## config.mk

```make
export PLATFORM = sky130hd
export DESIGN_NAME = gpr_wb_flat
export DESIGN_NICKNAME = d
export VERILOG_FILES = /design/src/rtl/gpr_wb_pkg.sv /design/src/rtl/gpr_wb_if.sv /design/src/rtl/wb_fifo.sv /design/src/rtl/gpr_wb.sv /design/src/flat_wrapper.sv
export SDC_FILE = /design/constraint.sdc
export NUM_CORES = 1
export LEC_CHECK = 0
export BUFFER_PORTS_ARGS = -buffer_cell sky130_fd_sc_hd__buf_2
export CELL_PAD_IN_SITES_DETAIL_PLACEMENT = 1
export CELL_PAD_IN_SITES_GLOBAL_PLACEMENT = 1
export CORE_MARGIN = 5
export CORE_UTILIZATION = 35
export DETAILED_ROUTE_END_ITERATION = 8
export PLACE_DENSITY = 0.69
export SLEW_MARGIN = 40
export SYNTH_ARGS = -nofsm -noshare
export SYNTH_HDL_FRONTEND = slang
export SYNTH_SLANG_ARGS = --single-unit
```

## constraint.sdc

```tcl
create_clock -name clk -period 4.9 [get_ports clk]
set_input_delay 0.98 -clock clk [delete_from_list [all_inputs] [get_ports clk]]
set_output_delay 0.98 -clock clk [all_outputs]
set_load 0.1 [all_outputs]
```

## src/rtl/gpr_wb_pkg.sv

```systemverilog
// Shared register-file constants and the queued writeback entry type.
// Imported by the writeback queue, its interface and the sequencer.
package gpr_pkg;

  localparam int XLEN  = 32;
  localparam int REG_W = 5;
  localparam int NREG  = 32;

  typedef struct packed {
    logic [REG_W-1:0] rd;
    logic [XLEN-1:0]  data;
  } wb_entry_t;

  localparam int ENTRY_W = $bits(wb_entry_t);

  function automatic wb_entry_t make_entry(input logic [REG_W-1:0] rd,
                                           input logic [XLEN-1:0] data);
    wb_entry_t e;
    e.rd   = rd;
    e.data = data;
    return e;
  endfunction

endpackage

```

## src/rtl/gpr_wb_if.sv

```systemverilog
// Bundle of result-producer handshakes, register-file write port and decode lookups
// around the writeback sequencer. The slave modport is the sequencer's view.
interface gpr_wb_if;
  import gpr_pkg::*;

  logic             lsu_valid;
  logic [REG_W-1:0] lsu_rd;
  logic [XLEN-1:0]  lsu_data;
  logic             lsu_ready;
  logic             alu_valid;
  logic [REG_W-1:0] alu_rd;
  logic [XLEN-1:0]  alu_data;
  logic             alu_ready;
  logic             wb_hold;
  logic             gpr_we;
  logic [REG_W-1:0] gpr_rd;
  logic [XLEN-1:0]  gpr_di;
  logic [NREG-1:0]  pend;
  logic [REG_W-1:0] fwd_ra;
  logic             fwd_hit;
  logic [XLEN-1:0]  fwd_data;

  modport master (
    output lsu_valid, lsu_rd, lsu_data, alu_valid, alu_rd, alu_data, wb_hold, fwd_ra,
    input  lsu_ready, alu_ready, gpr_we, gpr_rd, gpr_di, pend, fwd_hit, fwd_data
  );

  modport slave (
    input  lsu_valid, lsu_rd, lsu_data, alu_valid, alu_rd, alu_data, wb_hold, fwd_ra,
    output lsu_ready, alu_ready, gpr_we, gpr_rd, gpr_di, pend, fwd_hit, fwd_data
  );

endinterface

```

## src/rtl/wb_fifo.sv

```systemverilog
// Generic circular FIFO that also exposes every slot in age order (index 0 = head)
// so the owner can run scoreboard and forwarding compares over live entries.
module wb_fifo #(
  parameter int WIDTH = 37,
  parameter int DEPTH = 4,
  localparam int PTR_W = $clog2(DEPTH),
  localparam int CNT_W = $clog2(DEPTH + 1)
) (
  input  logic             clk,
  input  logic             rst_n,
  input  logic             push,
  input  logic [WIDTH-1:0] wdata,
  input  logic             pop,
  output logic [WIDTH-1:0] head_data,
  output logic [CNT_W-1:0] count,
  output logic             age_valid [DEPTH],
  output logic [WIDTH-1:0] age_data  [DEPTH]
);

  logic [WIDTH-1:0] mem [DEPTH];
  logic [PTR_W-1:0] head;
  logic [PTR_W-1:0] tail;

  always_ff @(posedge clk) begin
    if (!rst_n) begin
      head  <= '0;
      tail  <= '0;
      count <= '0;
    end else begin
      if (push) tail <= tail + 1'b1;
      if (pop)  head <= head + 1'b1;
      case ({push, pop})
        2'b10:   count <= count + 1'b1;
        2'b01:   count <= count - 1'b1;
        default: count <= count;
      endcase
    end
  end

  // Storage needs no reset: slots beyond count are never reported as valid.
  always_ff @(posedge clk) begin
    if (push) mem[tail] <= wdata;
  end

  assign head_data = mem[head];

  always_comb begin
    for (int k = 0; k < DEPTH; k++) begin
      age_valid[k] = CNT_W'(k) < count;
      age_data[k]  = mem[head + PTR_W'(k)];
    end
  end

endmodule

```

## src/rtl/gpr_wb.sv

```systemverilog
// Writeback sequencer: arbitrates LSU/ALU results into an in-order queue, drains one
// register-file write per cycle, and publishes pending-write and forwarding lookups.
module gpr_wb
  import gpr_pkg::*;
#(
  parameter int DEPTH = 4
) (
  input logic   clk,
  input logic   rst_n,
  gpr_wb_if.slave bus
);

  localparam int CNT_W = $clog2(DEPTH + 1);

  logic             not_full;
  logic             lsu_fire;
  logic             alu_fire;
  logic             push;
  logic             pop;
  wb_entry_t        push_entry;
  logic [ENTRY_W-1:0] head_raw;
  wb_entry_t        head_entry;
  logic [CNT_W-1:0] count;
  logic             age_valid [DEPTH];
  logic [ENTRY_W-1:0] age_data [DEPTH];
  wb_entry_t        scan;

  // Readiness looks only at occupancy, so a full queue never accepts on a same-cycle pop.
  assign not_full      = count < CNT_W'(DEPTH);
  assign bus.lsu_ready = rst_n && not_full;
  assign bus.alu_ready = rst_n && not_full && !bus.lsu_valid;
  assign lsu_fire      = bus.lsu_valid && bus.lsu_ready;
  assign alu_fire      = bus.alu_valid && bus.alu_ready;

  assign push_entry = lsu_fire ? make_entry(bus.lsu_rd, bus.lsu_data)
                               : make_entry(bus.alu_rd, bus.alu_data);
  assign push       = (lsu_fire || alu_fire) && (push_entry.rd != '0);

  assign pop        = (count != '0) && !bus.wb_hold;
  assign head_entry = wb_entry_t'(head_raw);

  assign bus.gpr_we = pop;
  assign bus.gpr_rd = (count != '0) ? head_entry.rd   : '0;
  assign bus.gpr_di = (count != '0) ? head_entry.data : '0;

  wb_fifo #(
    .WIDTH (ENTRY_W),
    .DEPTH (DEPTH)
  ) u_fifo (
    .clk       (clk),
    .rst_n     (rst_n),
    .push      (push),
    .wdata     (push_entry),
    .pop       (pop),
    .head_data (head_raw),
    .count     (count),
    .age_valid (age_valid),
    .age_data  (age_data)
  );

  // Scan oldest to youngest so the last match left standing is the youngest write.
  always_comb begin
    bus.pend     = '0;
    bus.fwd_hit  = 1'b0;
    bus.fwd_data = '0;
    scan         = '0;
    for (int k = 0; k < DEPTH; k++) begin
      scan = wb_entry_t'(age_data[k]);
      if (age_valid[k]) begin
        bus.pend[scan.rd] = 1'b1;
        if (scan.rd == bus.fwd_ra && bus.fwd_ra != '0) begin
          bus.fwd_hit  = 1'b1;
          bus.fwd_data = scan.data;
        end
      end
    end
    bus.pend[0] = 1'b0;
  end

endmodule
```

## src/flat_wrapper.sv

```systemverilog
// flat-port wrapper written by rule: the top's interface ports become plain ports
module gpr_wb_flat import gpr_pkg::*;
#(
  parameter int DEPTH = 4
)
  (clk, rst_n, bus_lsu_valid, bus_lsu_rd, bus_lsu_data, bus_alu_valid, bus_alu_rd, bus_alu_data, bus_wb_hold, bus_fwd_ra, bus_lsu_ready, bus_alu_ready, bus_gpr_we, bus_gpr_rd, bus_gpr_di, bus_pend, bus_fwd_hit, bus_fwd_data);
  gpr_wb_if bus_i ();
  input logic clk;
  input logic rst_n;
  input wire logic [$bits(bus_i.lsu_valid)-1:0] bus_lsu_valid;
  input wire logic [$bits(bus_i.lsu_rd)-1:0] bus_lsu_rd;
  input wire logic [$bits(bus_i.lsu_data)-1:0] bus_lsu_data;
  input wire logic [$bits(bus_i.alu_valid)-1:0] bus_alu_valid;
  input wire logic [$bits(bus_i.alu_rd)-1:0] bus_alu_rd;
  input wire logic [$bits(bus_i.alu_data)-1:0] bus_alu_data;
  input wire logic [$bits(bus_i.wb_hold)-1:0] bus_wb_hold;
  input wire logic [$bits(bus_i.fwd_ra)-1:0] bus_fwd_ra;
  output wire logic [$bits(bus_i.lsu_ready)-1:0] bus_lsu_ready;
  output wire logic [$bits(bus_i.alu_ready)-1:0] bus_alu_ready;
  output wire logic [$bits(bus_i.gpr_we)-1:0] bus_gpr_we;
  output wire logic [$bits(bus_i.gpr_rd)-1:0] bus_gpr_rd;
  output wire logic [$bits(bus_i.gpr_di)-1:0] bus_gpr_di;
  output wire logic [$bits(bus_i.pend)-1:0] bus_pend;
  output wire logic [$bits(bus_i.fwd_hit)-1:0] bus_fwd_hit;
  output wire logic [$bits(bus_i.fwd_data)-1:0] bus_fwd_data;
  assign bus_i.lsu_valid = bus_lsu_valid;
  assign bus_i.lsu_rd = bus_lsu_rd;
  assign bus_i.lsu_data = bus_lsu_data;
  assign bus_i.alu_valid = bus_alu_valid;
  assign bus_i.alu_rd = bus_alu_rd;
  assign bus_i.alu_data = bus_alu_data;
  assign bus_i.wb_hold = bus_wb_hold;
  assign bus_i.fwd_ra = bus_fwd_ra;
  assign bus_lsu_ready = bus_i.lsu_ready;
  assign bus_alu_ready = bus_i.alu_ready;
  assign bus_gpr_we = bus_i.gpr_we;
  assign bus_gpr_rd = bus_i.gpr_rd;
  assign bus_gpr_di = bus_i.gpr_di;
  assign bus_pend = bus_i.pend;
  assign bus_fwd_hit = bus_i.fwd_hit;
  assign bus_fwd_data = bus_i.fwd_data;
  gpr_wb #(.DEPTH(DEPTH)) u_core (.clk(clk), .rst_n(rst_n), .bus(bus_i));
endmodule
```

==> results.yml <==
worst_setup_path:
  crit_required_ns: 3.92
  crit_chain: "mux4_1 -> xor2_1 -> nor4_2 -> and2_2 -> buf_4 -> nand2_1 -> o221ai_2 -> buf_2"
  critical_path_buf_inv_count: 2
  cp-end-kind: "output port"
  crit_fanout: 30
  slowest_stage: "mux4_1"
  worstSetupStartpointType: "flop"
  arrival_ns: 3.79
  worst-setup-path-type: "flop to output port"
  reg2reg_from: "u_core.u_fifo.count[2]"
  r2r_cells: 9
  crit_cells: 8
  startpoint: "u_core.u_fifo.head[0]"
  crit_family: "buffers and inverters"
  max_stage_delay_ns: 0.74
synth:
  synth_top_area_cell: "edfxtp_1"
  synth_edf_count: 148
  synthMostInstantiatedCell: "nand2_1"
  synth-main-ff-cell: "edfxtp_1"
  synthXorXnorAreaFrac: 0.0175
  yosysWarnings: 0
  ys_seq_area_frac: 0.386
  syn_area_mm2: 0.0120
  synthMuxAreaShare: 0.298
  yosys.area_share.adder: 0.00939
  synthesis.nets: 1125
  synth_area_leaders: "edfxtp_1, mux4_2, mux2_2, mux2i_1, nand2_1"
  avgSynthCellArea_um2: 11.6
  yosys.cell_types.count: 51
  async_flop_share: 0
  synth-compound-area-share: 0.118
  synth_top_family_by_area: "multiplexers"
  synthSimpleGateAreaFrac: 0.130
  synth_common_cells: "nand2_1, edfxtp_1, mux4_2"
  synth_cells: 1032
  ys_ff_latch: 157
  yosysTopAreaCellShare: 0.371
global_routing:
  first_global_vias: 10000
  grt_pass1_wl_um: 60400
  antenna_found_initial: 1
  gr-usage-all-layers: 0.201
  grt_overflow_total: 0
  grt_max_degree: 120
power:
  powerDensity_mw_per_mm2: 590
  ir_drop_mv: 0.614
  p_leak_nw: 4.68
  p_total_mw: 8.34
floorplanning:
  rows: 67
  die_w_um: 195
  die_h_um: 195
  io-pin-count: 189
  die_area_mm2: 0.0381
  coreArea_mm2: 0.0337
  initial_core_util: 0.356
sta:
  slew_viol_final: 0
  min_period_ns: 4.77
  timing.hold.ws_ns: 0.586
  worst_slew_pin_slew_ns: 0.783
  skew_ns: 0.0168
  hold_violations: 0
  rsz0062_at_grt: "no"
  finalSetupViolations: 0
  max_slew_margin: 0.478
  finalCritPeriodShare: 0.973
  fmax_ghz: 0.210
clocking:
  clock-sinks: 157
  clk_path_buf_depth: 2
  clk_latency_ns: 0.44
  h-tree-depth: 4
  cts_setup_buffers: 0
  path_clk_slew_ns: 0.07
  cts_made_buffers: 17
  ctsRootBufferMaster: "clkbuf_16"
  tritoncts: "built"
worst_hold_path:
  whs_path_depth: 2
  worstHoldStart: "u_core.u_fifo.tail[1]"
  worst_hold_path_type: "flop to flop"
routing:
  routedWlPerCell_um: 23.8
  wl_met2_um: 19200
  vias_per_cell: 5.87
  dr.pass1.iters: 5
  drt-total-wl_um: 39100
  first_iter_violations: 678
  postRouteAntennaNets: 0
  remaining_drc_errors: 0
  vias: 9652
  top_layer: "met5"
  wl_met3_um: 1710
  drt-met1-wl_um: 17600
status:
  outcome: "finished, final reports clean"
run:
  max_cap_viol_count: 0
place:
  io_buffers: 187
  gp_congestion: 0.878
  hpwlAfterDp_um: 26900
cells_and_area:
  nFillCells: 3681
  area_growth_pct: 17.8
  drive_gt1_frac: 0.385
  final_nets: 1274
## logic make-up after synthesis
| family | after synthesis |
|---|---|
| flip-flops | 157 |
| AO/OA/AOI/OAI | 166 |
| adder cells (fa/ha/maj) | 9 |
| AND/OR/NAND/NOR | 334 |
| buffers and inverters | 102 |
| other | 1 |
| multiplexers | 239 |
| XOR/XNOR | 24 |
## worst paths after layout
check | slack (ns) | end
worst max-delay path | 0.13 | bus_fwd_data[30]
worst min register to register | 0.59 | u_core.u_fifo.tail[1]
worst max register to register | 1.08 | u_core.u_fifo.count[2]
worst min-delay path | 0.59 | u_core.u_fifo.tail[1]
## where the power goes
part	internal (mW)	total, mW	switching, mW
Sequential	1.62	1.79	0.172
Clock	0.770	1.37	0.597
Combinational	1.42	5.18	3.76
Total	3.81	8.34	4.53
## final cells by class
| class | instances | area (µm²) | share of cell area |
|---|---|---|---|
| multi-input combinational | 773 | 6930 | 0.491 |
| sequential | 157 | 4640 | 0.328 |
| timing repair buffer | 221 | 1350 | 0.0956 |
| tap | 448 | 561 | 0.0397 |
| clock buffer | 17 | 425 | 0.0301 |
| clock inverter | 15 | 176 | 0.0125 |
| inverter | 11 | 41.3 | 0.00292 |
| antenna | 1 | 2.50 | 0.000177 |
## state kept, by name (all words and copies together) (netlist names), named ones only
register	cells
u_core.u_fifo.mem	148
u_core.u_fifo.count	3
u_core.u_fifo.head	2
u_core.u_fifo.tail	2
## stage by stage
stage / instances / TNS (ns) / instance area (µm²) / worst slack [ns] / util
after global routing: 1642 / 0 / 14100 / 0.00854 / 0.419
after floorplan: 1032 / -16.90 / 12000 / -0.114 / -
final: 1643 / 0 / 14100 / 0.132 / 0.419
after detailed placement: 1610 / 0 / 13500 / 0.531 / 0.399
after CTS: 1642 / 0 / 14100 / 0.0566 / 0.417
after global placement: 1607 / 0 / 13400 / 0.325 / 0.397
## placed cells by master (no fill, tap or decap), types with 5 or more instances in the layout
master,count
buf_4,25
inv_6,5
and2_1,44
mux2_2,76
edfxtp_1,148
o211ai_1,30
inv_1,11
or3_1,6
mux4_2,84
xor2_1,6
o221ai_2,28
a221o_1,18
nor2_1,35
and3_1,6
clkbuf_4,23
mux2i_1,76
xnor2_1,17
nor3_1,42
buf_2,163
dfxtp_1,5
nand3_1,11
o22ai_1,18
nor2b_1,8
ha_1,9
clkbuf_16,17
o21ai_0,35
a22oi_1,9
o221ai_1,14
nand2_1,158
## timing repair
action,in CTS,in global routing
hold buffers,0,0
endpoints found under the setup margin,0,23
resized for setup,0,24
## worst reg2reg max path, cell delays in order (launching register included)
cell	delay [ns]
dfxtp_1	0.71
nand3b_1	0.42
buf_8	0.19
mux2_2	0.40
or4_1	0.67
o221ai_2	0.23
buf_4	0.26
ha_1	0.32
or3_1	0.35
a21boi_0	0.19
## routing by layer
layer / global-route usage / vias to the layer above
met1: 0.268 / 4977
met4: 0.0530 / 2
met5: 0 / -
met3: 0.0331 / 40
met2: 0.341 / 289
li1: - / 4344
No activity file was read; power rests on OpenSTA's default activity.
